--- src/rtl/chacha_pkg.sv ---
// ChaCha shared definitions: word type, quarter-round index tables, rotate amounts, FSM encoding.
// Latency: none; types, constants and combinational helpers only.
// Backpressure: not applicable.
package chacha_pkg;

    typedef logic [31:0] word_t;
    typedef logic [3:0]  widx_t;

    // Word indices (a, b, c, d) of the four column quarter-rounds, in issue order
    localparam widx_t COL_IDX [4][4] = '{
        '{4'd0, 4'd4, 4'd8,  4'd12},
        '{4'd1, 4'd5, 4'd9,  4'd13},
        '{4'd2, 4'd6, 4'd10, 4'd14},
        '{4'd3, 4'd7, 4'd11, 4'd15}
    };

    // Word indices (a, b, c, d) of the four diagonal quarter-rounds, in issue order
    localparam widx_t DIAG_IDX [4][4] = '{
        '{4'd0, 4'd5, 4'd10, 4'd15},
        '{4'd1, 4'd6, 4'd11, 4'd12},
        '{4'd2, 4'd7, 4'd8,  4'd13},
        '{4'd3, 4'd4, 4'd9,  4'd14}
    };

    localparam int ROT_1 = 16;
    localparam int ROT_2 = 12;
    localparam int ROT_3 = 8;
    localparam int ROT_4 = 7;

    typedef enum logic [1:0] {
        ST_IDLE = 2'd0,
        ST_RUN  = 2'd1,
        ST_FF   = 2'd2
    } state_t;

    function automatic word_t rotl(input word_t x, input int n);
        return (x << n) | (x >> (32 - n));
    endfunction

    // State word feeding operand 'pos' of quarter-round 'qr' in a column or diagonal half-round
    function automatic widx_t qr_word(input logic diag, input logic [1:0] qr, input logic [1:0] pos);
        return diag ? DIAG_IDX[qr][pos] : COL_IDX[qr][pos];
    endfunction

endpackage

--- src/rtl/chacha_qr.sv ---
// ChaCha quarter-round on four 32-bit words.
// Latency: purely combinational, zero cycles.
// Backpressure: none; outputs follow inputs.
module chacha_qr
    import chacha_pkg::*;
(
    input  logic [31:0] a_i,
    input  logic [31:0] b_i,
    input  logic [31:0] c_i,
    input  logic [31:0] d_i,
    output logic [31:0] a_o,
    output logic [31:0] b_o,
    output logic [31:0] c_o,
    output logic [31:0] d_o
);

    word_t a1, b1, c1, d1;
    word_t a2, b2, c2, d2;

    assign a1 = a_i + b_i;
    assign d1 = rotl(d_i ^ a1, ROT_1);
    assign c1 = c_i + d1;
    assign b1 = rotl(b_i ^ c1, ROT_2);
    assign a2 = a1 + b1;
    assign d2 = rotl(d1 ^ a2, ROT_3);
    assign c2 = c1 + d2;
    assign b2 = rotl(b1 ^ c2, ROT_4);

    assign a_o = a2;
    assign b_o = b2;
    assign c_o = c2;
    assign d_o = d2;

endmodule

--- src/rtl/chacha_block_core.sv ---
// ChaCha block engine: byte-addressed 16-word state, LANES quarter-rounds per cycle, optional feed-forward.
// Latency: 4*ROUNDS/LANES run cycles plus one feed-forward cycle; done pulses after the last update.
// Backpressure: none; wr_en and start are ignored while busy, start loses to a same-cycle write.
module chacha_block_core
    import chacha_pkg::*;
#(
    parameter int ROUNDS      = 20,
    parameter int LANES       = 1,
    parameter int FEEDFORWARD = 1
) (
    input  logic       clk,
    input  logic       rst_n,
    input  logic [5:0] addr,
    input  logic [7:0] wr_data,
    input  logic       wr_en,
    input  logic       start,
    output logic [7:0] rd_data,
    output logic       busy,
    output logic       done
);

    localparam int K   = 4 * ROUNDS / LANES;
    localparam int SW  = $clog2(K);
    localparam int LSH = $clog2(LANES);

    state_t        state_q, state_d;
    logic [SW-1:0] step_q, step_d;
    logic          done_q, done_d;
    word_t         st_q [16];
    word_t         st_d [16];
    word_t         sv_q [16];

    logic       start_acc;
    logic       last_step;
    logic       diag;
    logic [1:0] qbase;

    assign start_acc = (state_q == ST_IDLE) && start && !wr_en;
    assign last_step = (step_q == SW'(K - 1));

    // Steps per half-round is 4/LANES, so the half-round parity sits at step bit 2-LSH
    assign diag = step_q[2 - LSH];

    if (LANES == 4) begin : g_qb4
        assign qbase = 2'd0;
    end else if (LANES == 2) begin : g_qb2
        assign qbase = {step_q[0], 1'b0};
    end else begin : g_qb1
        assign qbase = step_q[1:0];
    end

    widx_t ln_idx [LANES][4];
    word_t ln_in  [LANES][4];
    word_t ln_out [LANES][4];

    // Lanes within one step hit disjoint words of the same half-round, so they update in place together
    for (genvar l = 0; l < LANES; l++) begin : g_lane
        logic [1:0] qsel;
        assign qsel = qbase + 2'(l);

        for (genvar p = 0; p < 4; p++) begin : g_pos
            assign ln_idx[l][p] = qr_word(diag, qsel, 2'(p));
            assign ln_in[l][p]  = st_q[ln_idx[l][p]];
        end

        chacha_qr u_qr (
            .a_i (ln_in[l][0]),
            .b_i (ln_in[l][1]),
            .c_i (ln_in[l][2]),
            .d_i (ln_in[l][3]),
            .a_o (ln_out[l][0]),
            .b_o (ln_out[l][1]),
            .c_o (ln_out[l][2]),
            .d_o (ln_out[l][3])
        );
    end

    // Next-state: sequencing IDLE -> RUN -> (FF) -> IDLE with step counter and done pulse
    always_comb begin
        state_d = state_q;
        step_d  = step_q;
        done_d  = 1'b0;
        case (state_q)
            ST_IDLE: begin
                if (start_acc) begin
                    state_d = ST_RUN;
                    step_d  = '0;
                end
            end
            ST_RUN: begin
                if (last_step) begin
                    step_d  = '0;
                    done_d  = (FEEDFORWARD == 0);
                    state_d = (FEEDFORWARD != 0) ? ST_FF : ST_IDLE;
                end else begin
                    step_d = step_q + SW'(1);
                end
            end
            ST_FF: begin
                state_d = ST_IDLE;
                done_d  = 1'b1;
            end
            default: state_d = ST_IDLE;
        endcase
    end

    // Working state next value: host byte write, quarter-round lanes, or feed-forward add
    always_comb begin
        st_d = st_q;
        case (state_q)
            ST_IDLE: begin
                if (wr_en) begin
                    st_d[addr[5:2]][{addr[1:0], 3'b000} +: 8] = wr_data;
                end
            end
            ST_RUN: begin
                for (int l = 0; l < LANES; l++) begin
                    for (int p = 0; p < 4; p++) begin
                        st_d[ln_idx[l][p]] = ln_out[l][p];
                    end
                end
            end
            ST_FF: begin
                for (int i = 0; i < 16; i++) begin
                    st_d[i] = st_q[i] + sv_q[i];
                end
            end
            default: ;
        endcase
    end

    // Control registers
    always_ff @(posedge clk or negedge rst_n) begin
        if (!rst_n) begin
            state_q <= ST_IDLE;
            step_q  <= '0;
            done_q  <= 1'b0;
        end else begin
            state_q <= state_d;
            step_q  <= step_d;
            done_q  <= done_d;
        end
    end

    // Working state registers
    always_ff @(posedge clk or negedge rst_n) begin
        if (!rst_n) begin
            for (int i = 0; i < 16; i++) st_q[i] <= '0;
        end else begin
            st_q <= st_d;
        end
    end

    // Snapshot of the input block taken at start, added back in the FF cycle
    always_ff @(posedge clk or negedge rst_n) begin
        if (!rst_n) begin
            for (int i = 0; i < 16; i++) sv_q[i] <= '0;
        end else if (start_acc && (FEEDFORWARD != 0)) begin
            for (int i = 0; i < 16; i++) sv_q[i] <= st_q[i];
        end
    end

    assign busy    = (state_q != ST_IDLE);
    assign done    = done_q;
    assign rd_data = st_q[addr[5:2]][{addr[1:0], 3'b000} +: 8];

endmodule

--- config.mk ---
export PLATFORM = sky130hd
export DESIGN_NAME = chacha_block_core
export DESIGN_NICKNAME = d
export VERILOG_FILES = /design/src/rtl/chacha_pkg.sv /design/src/rtl/chacha_qr.sv /design/src/rtl/chacha_block_core.sv
export SDC_FILE = /design/constraint.sdc
export NUM_CORES = 2
export LEC_CHECK = 0
export BUFFER_PORTS_ARGS = -buffer_cell sky130_fd_sc_hd__buf_4
export CAP_MARGIN = 30
export CORE_MARGIN = 2
export CORE_UTILIZATION = 57
export DETAILED_ROUTE_END_ITERATION = 12
export PLACE_DENSITY = 0.78
export SLEW_MARGIN = 20
export SYNTH_ARGS = -nofsm -noshare
export SYNTH_HDL_FRONTEND = slang
export SYNTH_SLANG_ARGS = --single-unit
--- constraint.sdc ---
create_clock -name clk -period 15.9 [get_ports clk]
set_input_delay 1.59 -clock clk [delete_from_list [all_inputs] [get_ports clk]]
set_output_delay 1.59 -clock clk [all_outputs]
set_load 0.1 [all_outputs]
==> results.md <==
- Status: complete, no violations
- CP Capture Type: register
- Final core occ: 0.6564
- Die area: 155400 µm²
- DR iter-0 viols: 12660
- # clock sinks: 1034
- Vias: 87060
- Top cell type's share of synthesized area: 0.2981
- Buf/Inv on CP: 12
- Hold Path Depth: 2
- Fmax: 64.70 MHz
- Worst path slowest cell: xor3_2
- Flops & latches, synth: 1034
- Most frequent cell after synthesis: nand2_1
- # rows: 143
- Worst Hold Class: register to register
- Largest net degree at the start of global routing: 155
- Yosys top cell by area: dfrtp_1
- Total wire length: 392.9 mm
- Antenna Violating Nets Remaining: 0
- Total Routing Usage GR: 0.4905
- Worst-path fanout max: 4
- First-pass GRT wire length: 561.9 mm
- Initial antenna violation count: 58
- Vias in the first global route: 83030
- CP Class: register to register
- Ys Warns: 0
- Final setup TNS: 0 ps
- I/O Pins: 28
- Met3 Track Usage GR: 0.1653
- Clock buffer count from CTS: 119
- Rel. slew slack: 0.2046
- Area of the core: 151500 µm²
- Clk Latency, worst-skew pair: 810 ps
- Post-Syn Area per Cell: 8.884 µm²
- Top cells by area, synth: dfrtp_1 30%, ha_1 9.0%, mux2_2 7.5%, o21ai_0 6.1%, mux4_2 6.0%
- Distinct cells, synth: 109
- Tightest Pin Transition: 1187 ps
- Critical path data arrival time: 16110 ps
- CTS Root Cell: clkbuf_16
- CTS tree: built
- Period utilisation layout: 0.9721
- R2R depth: 83
- GRT met1 Usage: 0.6118
- Stages on worst setup path: 83
- Hold buffer count at CTS: 0
- Max stage delay on crit path: 540 ps
- Ys flop type: dfrtp_1
- Post-synthesis cell area: 86810 µm²
- Synthesis-to-layout area growth: 14.59%
- Max-Cap Viols: 0
- Final Wtd Congestion: 1.054
- Syn nets: 10430
- Synth top cells by count: 1354 x nand2_1, 1063 x o21ai_0, 1034 x dfrtp_1
- WP data required: 16550 ps
- Async SR Flop Fraction: 1.000
- Min Clock Period, post-route: 15460 ps
- IO buf count: 27
- HPWL Detailed: 292.8 mm
- Crit path max-delay family: compound AO/OA/AOI/OAI gates
- GRT busiest layer: met2
- Drt drc: 0
- H-tree Lvls: 3
- Vias per cell: 7.056
- Cells after synthesis: 9772
- Share of layout cells above drive strength 1: 0.2075
- Die H: 394.3 µm
- M2 GR Usage: 0.7072
- Die width: 394.3 µm
- Slew Limit Fails: 0
- Post-DR wirelength/cell: 31.85 µm
- Skew final: 74.84 ps
- Final Hold Viols: 0
- Sequential fraction of the synthesis area: 0.2981
- Initial Utilization: 0.5728
- Setup violators final: 0
- Top cell by count, worst path: o21ai_2
- CTS max path bufs: 3
- Total grt overflow: 0
- Layout Nets: 10840
- Post-synth EDFFs: 0
- Drt first pass iters: 9
- Clock slew at reported path FFs: 70 ps
- CP Launch Type: register
## cells in the final DEF, fill, tap and decap left out, drive strengths merged, types with 20 or more instances in the layout
cell type and count:
a21o 148, xnor2 436, o21ai 1111, nor3 115
a222oi 39, fa 20, mux2i 98, or2 31
a221oi 56, o211ai 38, nand2 1354, dfrtp 1034
o22ai 67, nor2 421, buf 868, clkinv 31
and2 91, clkbuf 176, nand2b 81, inv 294
ha 623, mux2 575, mux4 232, o21a 38
xor2 260, diode 34, a22o 63, nor2b 39
or3 49, nand3 140, o31ai 43, a41oi 20
a31oi 101, a22oi 256, a21oi 686, and3 107
a211o 22, a211oi 51, o21bai 173
## path summary, 6_finish.rpt
check	end	slack (ps)	startpoint
worst max-delay path	register	440	step_q[0]
worst min-delay path	sv_q[62]	490	sv_q[62]
worst max register to register	register	440	step_q[0]
worst min register to register	sv_q[62]	490	sv_q[62]
max in group asynchronous	asynchronous set/reset pin	12190	rst_n
min in group asynchronous	sv_q[491]	830	rst_n
## worst register-to-register path, delay by kind of cell (launching register included)
kind	cells	cell delay (ps)
xor gates and xnor gates	7	1670
DFF	1	490
AOI/OAI and AO/OA	42	8230
adders and majority gates	5	1260
muxes	1	190
buffers and inverters	12	1560
and+or+nand+nor	16	1930
## layout make-up
cell class,count,area (µm²)
Multi-Input combinational cell,7858,58780
Fill cell,12360,52070
Sequential cell,1034,25880
Timing Repair Buffer,872,6962
Clock buffer,172,3520
Tap cell,2030,2540
Inverter,294,1111
Clock inverter,44,604.3
Antenna cell,34,85.08
## logic make-up after synthesis
logic type | share of synthesized area
compound gates | 0.2202
xor+xnor | 0.07349
simple gates | 0.1274
flops | 0.2981
mux | 0.1470
buf+inv | 0.03850
fa+ha+maj | 0.09544
## through the flow
step,hold WS (ps),instance area [µm²],worst slack [ps],std cells
after global routing,512.9,99400,-94.79,12310
after CTS,491.1,98270,11.71,12260
after detailed placement,479.5,93770,-1098,12030
after floorplan,453.8,86960,1.849,9772
final,490.1,99480,444.2,12340
after global placement,469.6,93580,-929.6,12020
## timing repair
action / in CTS / in global routing
setup buffers: 18 / 27
cloned: 0 / 1
setup endpoints to repair: 101 / 109
pin swaps: 45 / 107
resized for setup: 50 / 126
## routing by layer
metal / up-vias / share of wire
met4: 36 / 0.088
met1: 42090 / 0.36
li1: 36620 / -
met3: 1718 / 0.14
met5: - / 0.00060
met2: 6595 / 0.41
Power is not shown: default switching activity piles up to over one toggle a cycle in this logic, so the estimate is an artifact.
